**src/rtl/parking_log_controller.sv**
```systemverilog
`default_nettype none
// ============================================================================
// Module      : parking_log_controller
// Description : Sequencer for the parking-lot logging RAM (8 x CNT_W).
//               RECORD/COMMIT phase: counts arriving cars (saturating) and
//               writes the running total into RAM word N at the end of
//               hour N. After word 7 is committed, the read port sweeps
//               addresses 0..7..0, showing one logged word per display tick.
//               Then it parks in FINISHED until replay or reset.
// Ports       : clock, reset      - clock, synchronous active-high reset
//               car_enter         - one pulse per arriving car
//               hour_tick         - end-of-hour pulse
//               disp_tick         - playback advance pulse (used in HOLD only)
//               replay            - restart playback from FINISHED
//               ram_q             - RAM read data (RD_LAT clocks after addr)
//               ram_wren/_wraddr/_wdata - RAM write port
//               ram_rdaddr        - RAM read address
//               car_total         - running car count
//               hour_count        - hour currently being recorded
//               disp_valid        - one-cycle pulse when disp_* update
//               disp_addr/_data   - word currently shown
//               playing, done     - status flags
// Revision    : 1.0 - initial release
// ============================================================================
module parking_log_controller #(
    parameter int RD_LAT = 2,
    parameter int CNT_W  = 16
) (
    input  logic             clock,
    input  logic             reset,
    input  logic             car_enter,
    input  logic             hour_tick,
    input  logic             disp_tick,
    input  logic             replay,
    input  logic [CNT_W-1:0] ram_q,
    output logic             ram_wren,
    output logic [2:0]       ram_wraddr,
    output logic [CNT_W-1:0] ram_wdata,
    output logic [2:0]       ram_rdaddr,
    output logic [CNT_W-1:0] car_total,
    output logic [2:0]       hour_count,
    output logic             disp_valid,
    output logic [2:0]       disp_addr,
    output logic [CNT_W-1:0] disp_data,
    output logic             playing,
    output logic             done
);

    localparam logic [2:0] c_ST_RECORD   = 3'd0;
    localparam logic [2:0] c_ST_COMMIT   = 3'd1;
    localparam logic [2:0] c_ST_PLAYBACK = 3'd2;
    localparam logic [2:0] c_ST_RD_WAIT  = 3'd3;
    localparam logic [2:0] c_ST_HOLD     = 3'd4;
    localparam logic [2:0] c_ST_FINISHED = 3'd5;

    localparam logic [CNT_W-1:0] c_CNT_MAX    = '1;
    localparam logic [3:0]       c_SWEEP_LAST = 4'd14;
    localparam logic [2:0]       c_LAST_HOUR  = 3'd7;
    localparam logic [1:0]       c_RD_LAT     = 2'(RD_LAT);

    // Sweep position 0..14 maps to address 0..7 going up, then 6..0 down.
    function automatic logic [2:0] f_sweep_addr(input logic [3:0] idx);
        if (idx <= 4'd7) begin
            return idx[2:0];
        end
        return 3'(c_SWEEP_LAST - idx);
    endfunction

    logic [2:0]       r_state,      w_state_next;
    logic [CNT_W-1:0] r_car_total,  w_car_total_next;
    logic [2:0]       r_hour_count, w_hour_count_next;
    logic             r_pending,    w_pending_next;
    logic [3:0]       r_sweep_idx,  w_sweep_idx_next;
    logic [1:0]       r_lat_cnt,    w_lat_cnt_next;
    logic [2:0]       r_rdaddr,     w_rdaddr_next;
    logic             r_wren,       w_wren_next;
    logic [2:0]       r_wraddr,     w_wraddr_next;
    logic [CNT_W-1:0] r_wdata,      w_wdata_next;
    logic             r_disp_valid, w_disp_valid_next;
    logic [2:0]       r_disp_addr,  w_disp_addr_next;
    logic [CNT_W-1:0] r_disp_data,  w_disp_data_next;
    logic             r_playing;
    logic             r_done;
    logic             w_counting;
    logic [3:0]       w_sweep_inc;

    assign w_counting  = (r_state == c_ST_RECORD) || (r_state == c_ST_COMMIT);
    assign w_sweep_inc = r_sweep_idx + 4'd1;

    always_comb begin
        w_state_next      = r_state;
        w_car_total_next  = r_car_total;
        w_hour_count_next = r_hour_count;
        w_pending_next    = r_pending;
        w_sweep_idx_next  = r_sweep_idx;
        w_lat_cnt_next    = r_lat_cnt;
        w_rdaddr_next     = r_rdaddr;
        w_wren_next       = 1'b0;
        w_wraddr_next     = r_wraddr;
        w_wdata_next      = r_wdata;
        w_disp_valid_next = 1'b0;
        w_disp_addr_next  = r_disp_addr;
        w_disp_data_next  = r_disp_data;

        if (car_enter && w_counting && (r_car_total != c_CNT_MAX)) begin
            w_car_total_next = r_car_total + 1'b1;
        end

        case (r_state)
            c_ST_RECORD: begin
                // Write strobe is registered so it lines up with the COMMIT
                // cycle; the data already includes a same-cycle car.
                if (hour_tick) begin
                    w_state_next  = c_ST_COMMIT;
                    w_wren_next   = 1'b1;
                    w_wraddr_next = r_hour_count;
                    w_wdata_next  = w_car_total_next;
                end
            end

            c_ST_COMMIT: begin
                w_hour_count_next = r_hour_count + 3'd1;
                if (r_hour_count == c_LAST_HOUR) begin
                    w_state_next     = c_ST_PLAYBACK;
                    w_sweep_idx_next = 4'd0;
                    w_rdaddr_next    = 3'd0;
                end else if (r_pending || hour_tick) begin
                    // Back-to-back tick: the next hour commits immediately.
                    w_state_next   = c_ST_COMMIT;
                    w_pending_next = 1'b0;
                    w_wren_next    = 1'b1;
                    w_wraddr_next  = r_hour_count + 3'd1;
                    w_wdata_next   = w_car_total_next;
                end else begin
                    w_state_next = c_ST_RECORD;
                end
            end

            c_ST_PLAYBACK: begin
                // Read address was already launched on entry, so the RAM
                // latency overlaps this cycle.
                w_rdaddr_next  = f_sweep_addr(r_sweep_idx);
                w_lat_cnt_next = 2'd1;
                w_state_next   = c_ST_RD_WAIT;
            end

            c_ST_RD_WAIT: begin
                if (r_lat_cnt == c_RD_LAT) begin
                    w_disp_valid_next = 1'b1;
                    w_disp_data_next  = ram_q;
                    w_disp_addr_next  = r_rdaddr;
                    w_state_next      = c_ST_HOLD;
                end else begin
                    w_lat_cnt_next = r_lat_cnt + 2'd1;
                end
            end

            c_ST_HOLD: begin
                if (disp_tick) begin
                    if (r_sweep_idx == c_SWEEP_LAST) begin
                        w_state_next = c_ST_FINISHED;
                    end else begin
                        w_sweep_idx_next = w_sweep_inc;
                        w_rdaddr_next    = f_sweep_addr(w_sweep_inc);
                        w_state_next     = c_ST_PLAYBACK;
                    end
                end
            end

            c_ST_FINISHED: begin
                if (replay) begin
                    w_sweep_idx_next = 4'd0;
                    w_rdaddr_next    = 3'd0;
                    w_state_next     = c_ST_PLAYBACK;
                end
            end

            default: begin
                w_state_next = c_ST_RECORD;
            end
        endcase
    end

    always_ff @(posedge clock) begin
        if (reset) begin
            r_state      <= c_ST_RECORD;
            r_car_total  <= '0;
            r_hour_count <= 3'd0;
            r_pending    <= 1'b0;
            r_sweep_idx  <= 4'd0;
            r_lat_cnt    <= 2'd0;
            r_rdaddr     <= 3'd0;
            r_wren       <= 1'b0;
            r_wraddr     <= 3'd0;
            r_wdata      <= '0;
            r_disp_valid <= 1'b0;
            r_disp_addr  <= 3'd0;
            r_disp_data  <= '0;
            r_playing    <= 1'b0;
            r_done       <= 1'b0;
        end else begin
            r_state      <= w_state_next;
            r_car_total  <= w_car_total_next;
            r_hour_count <= w_hour_count_next;
            r_pending    <= w_pending_next;
            r_sweep_idx  <= w_sweep_idx_next;
            r_lat_cnt    <= w_lat_cnt_next;
            r_rdaddr     <= w_rdaddr_next;
            r_wren       <= w_wren_next;
            r_wraddr     <= w_wraddr_next;
            r_wdata      <= w_wdata_next;
            r_disp_valid <= w_disp_valid_next;
            r_disp_addr  <= w_disp_addr_next;
            r_disp_data  <= w_disp_data_next;
            r_playing    <= (w_state_next == c_ST_PLAYBACK) ||
                            (w_state_next == c_ST_RD_WAIT)  ||
                            (w_state_next == c_ST_HOLD);
            r_done       <= (w_state_next == c_ST_FINISHED);
        end
    end

    assign ram_wren   = r_wren;
    assign ram_wraddr = r_wraddr;
    assign ram_wdata  = r_wdata;
    assign ram_rdaddr = r_rdaddr;
    assign car_total  = r_car_total;
    assign hour_count = r_hour_count;
    assign disp_valid = r_disp_valid;
    assign disp_addr  = r_disp_addr;
    assign disp_data  = r_disp_data;
    assign playing    = r_playing;
    assign done       = r_done;

endmodule
`default_nettype wire

```
**config.mk**
```make
export PLATFORM = sky130hd
export DESIGN_NAME = parking_log_controller
export DESIGN_NICKNAME = d
export VERILOG_FILES = /design/src/rtl/parking_log_controller.sv
export SDC_FILE = /design/constraint.sdc
export NUM_CORES = 1
export LEC_CHECK = 0
export BUFFER_PORTS_ARGS = -buffer_cell sky130_fd_sc_hd__buf_2
export CAP_MARGIN = 20
export CORE_MARGIN = 2
export CORE_UTILIZATION = 56
export CTS_CLUSTER_DIAMETER = 120
export CTS_CLUSTER_SIZE = 30
export DETAILED_ROUTE_END_ITERATION = 7
export GPL_TIMING_DRIVEN = 0
export PLACE_DENSITY = 0.91
export SYNTH_ARGS = -nofsm -noshare
export SYNTH_HDL_FRONTEND = slang
export SYNTH_SLANG_ARGS = --single-unit
```
**constraint.sdc**
```tcl
create_clock -name clock -period 3.8 [get_ports clock]
set_input_delay 0.76 -clock clock [delete_from_list [all_inputs] [get_ports clock]]
set_output_delay 0.76 -clock clock [all_outputs]
set_load 0.01 [all_outputs]
```
==> flow_summary_export.csv <==
group,metric,value,unit
run_status,status,"complete, no violations",
worst_setup_path,cp_top_family,"simple AND/OR/NAND/NOR gates",
cells_and_area,layout-drive-gt1-share,23.19,%
cells_and_area,ff_latch_area,1461,sq um
worst_setup_path,critPathBufInv,1,
global_routing,antenna_found_initial,0,
worst_setup_path,cp_max_fo,7,
synth,synth_area_per_cell,8.451,sq um
global_routing,grt_max_degree,13,
cts,cts_root_buffer,"clkbuf_8",
cells_and_area,nNetsFinal,494,
cells_and_area,fillCellCount,432,
synth,synth_cell_type_count,51,
synth,async_reset_ff_share,0,%
route,num_vias,3012,
route,routed_wl,7651,um
route,met2_length,3547,um
worst_setup_path,crit_type,"in2reg",
route,route.detailed.drc,0,
timing,min_period,2.298,ns
cells_and_area,num_antenna_cells,0,
placement,io_buffers,84,
timing,max_slew.worst_pin.slew,0.8233,ns
timing,hold_viol_final,0,
worst_hold_path,hold_depth,2,
synth,yosysWarnings,0,
route,highest_layer,"met4",
die,ioPinCount,86,
worst_hold_path,min_path_type,"reg2reg",
placement,place_inst,526,
cts,ctsResizeCount,0,
route,wl_per_cell,14.12,um
route,detail-route-antenna-nets,0,
route,met1_length,3439,um
cells_and_area,area_growth,24.57,%
global_routing,grt_pass1_wl,12250,um
synth,synth_top_area_cell,"dfxtp_1",
worst_setup_path,ff2ff_setup_slack,1.50,ns
power_and_ir_drop,ir_drop,285.1,uV
synth,ys_seq_elements,73,
job,drv_cap,0,
worst_setup_path,reg2reg_from,"r_state[2]",
worst_setup_path,crit_arrival,2.55,ns
synth,ys.flop_type,"dfxtp_1",
worst_setup_path,reg2reg_depth,6,
route,routed-wl-met3,499,um
timing,finalMaxSlewViolations,0,
die,die_x,78.72,um
placement,dp_hpwl,5685,um
cts,cts_buffers,9,
timing,finalSetupTns,0,ns
synth,yosysSeqAreaShare,46.74,%
power_and_ir_drop,p_per_area,422.8,nW/um^2
route,drtIter0Drc,141,
die,start_util,57.49,%
synth,synth_edf_count,0,
cts,clk_latency,0.34,ns
timing,rsz0062_at_grt,"false",
cells_and_area,multi_input_area,1555,sq um
synth,yosysTopAreaCellShare,46.74,%
die,rows,27,
timing,fmax,0.4352,GHz
timing,max_slew_margin,43.69,%
cts,cts.htree.levels,3,
synth,syn_nets,399,
synth,synth_area,3127,sq um
cts,post_cts_buffers,0,
route,drt-pass1-iter-count,4,
die,die_y,78.72,um
worst_setup_path,crit_path_end_kind,"register",
worst_setup_path,slowest_stage,"nor3b_1",
synth,syn_inst,370,
worst_setup_path,worst_ep_required_time,4.05,ns
worst_setup_path,crit_path_cell_trace,"buf_2 -> nor3b_1 -> nor4b_1 -> nand3_1 -> xor2_1 -> a211oi_1",
route,vias_per_cell,5.557,
synth,yosys-top-cells-count,"73 x dfxtp_1, 55 x nand2_1, 46 x nor2_1",
power_and_ir_drop,power_leakage,1.650,nW
global_routing,grtUsageTotal,25.11,%
worst_setup_path,worstReg2RegEnd,"ram_wdata[14]",
placement,gp_congestion,0.9177,
synth,yosysMostFrequentCell,"dfxtp_1",
worst_hold_path,min-delay-start,"disp_data[14]",
timing,skew,0.01028,ns
worst_setup_path,crit_path_start_kind,"input pin",
timing,fin_crit_sh,60.47,%
cts,cts.path.max_buffers,2,
timing,setup_violations,0,
die,coreArea,5439,sq um
global_routing,grt_overflow,0,
cts,path_clk_slew,0.07,ns
cts,cts_sinks,73,
worst_hold_path,hold_end,"disp_data[14]",
global_routing,grt_pass1_vias,2680,
worst_setup_path,crit_path_max_incr_delay,0.62,ns
cts,cts_tree,"yes",
die,dieArea,6197,sq um
cts,ctsHoldBuffers,0,
synth,synth.area.top_cells,"dfxtp_1 47%, nand2_1 6.6%, nor2_1 5.5%",
cells_and_area,finalNonFillerCells,542,
==> metal layers <==
| metal | up-vias | track usage, % |
|---|---|---|
| met5 | - | 0 |
| met4 | 0 | 12.46 |
| met3 | 17 | 4.205 |
| met2 | 143 | 41.45 |
| met1 | 1370 | 31.85 |
| li1 | 1482 | - |
==> cell usage in the layout, fill, tap and decap left out, types with 6 or more instances in the layout <==
cell / n
nor3_1: 6
nand3_1: 13
dfxtp_1: 73
ha_1: 7
a21oi_1: 32
and3_1: 6
buf_2: 85
a211oi_1: 15
inv_1: 6
xor2_1: 7
o21ai_0: 6
nand2_1: 55
nor2_1: 46
clkbuf_8: 9
clkbuf_1: 21
==> where the power goes <==
part	internal, mW	leakage [nW]	switching (mW)
Clock	0.501	0.130	0.273
Combinational	0.0326	0.928	0.0521
Sequential	0.778	0.591	0.0100
Total	1.31	1.65	0.336
==> state kept, by name, indices dropped and copies added, names as in the netlist <==
register / cells
hour_count: 3
disp_addr: 3
ram_wren: 1
disp_valid: 1
car_total: 16
ram_wraddr: 3
ram_wdata: 16
r_sweep_idx: 4
playing: 1
r_lat_cnt: 2
disp_data: 16
ram_rdaddr: 3
r_state: 3
done: 1
==> worst max-delay path by stage <==
stage / from / cells past startpoint / endpoint
2_1_floorplan: car_enter / 5 / ram_wdata[14]
3_3_place_gp: car_enter / 6 / ram_wdata[14]
3_5_place_dp: car_enter / 6 / ram_wdata[14]
4_1_cts: r_state[2] / 6 / ram_wdata[14]
5_1_grt: r_state[2] / 6 / ram_wdata[14]
6_report: car_enter / 6 / ram_wdata[14]
==> worst reg2reg max path, stage by stage (launching register included) <==
cell and delay, ns:
dfxtp_1 0.32, clkbuf_1 0.19, nor3b_1 0.65, nor4b_1 0.44, nand3_1 0.16, xor2_1 0.20
a211oi_1 0.25
==> area by class of cell <==
| cell class | count | share of cell area, % |
|---|---|---|
| buffer | 23 | 2.249 |
| clock buffer | 10 | 3.277 |
| clock inverter | 6 | 3.341 |
| inverter | 6 | 0.5782 |
| multi-input combinational | 268 | 39.93 |
| sequential | 73 | 37.52 |
| tap | 72 | 2.313 |
| timing repair buffer | 84 | 10.79 |
==> per-stage QoR <==
| step | setup WS (ns) | hold slack, ns | util [%] | power, mW | instance area, sq um |
|---|---|---|---|---|---|
| 2_1_floorplan | 1.707 | 0.4367 | - | 0.8509 | 3127 |
| 3_3_place_gp | 1.306 | 0.4386 | 66.87 | 0.8862 | 3637 |
| 3_5_place_dp | 1.225 | 0.4435 | 66.87 | 0.8895 | 3637 |
| 4_1_cts | 1.528 | 0.4556 | 71.61 | 1.657 | 3895 |
| 5_1_grt | 1.296 | 0.4744 | 71.61 | 1.697 | 3895 |
| 6_report | 1.502 | 0.4520 | 71.61 | 1.647 | 3895 |
==> logic make-up (layout without fill, tap and decap cells) <==
group                    after synthesis  after routing  synth area share [%]
AO/OA/AOI/OAI                         76             76                 15.49
flip-flops                            73             73                 46.74
adder cells (fa/ha/maj)                7              7                 2.801
buffers and inverters                 29            129                 3.521
AND/OR/NAND/NOR                      167            167                 26.13
XOR/XNOR                              12             12                 3.361
multiplexers                           6              6                 1.961
Power figures use the tool's default switching activity.
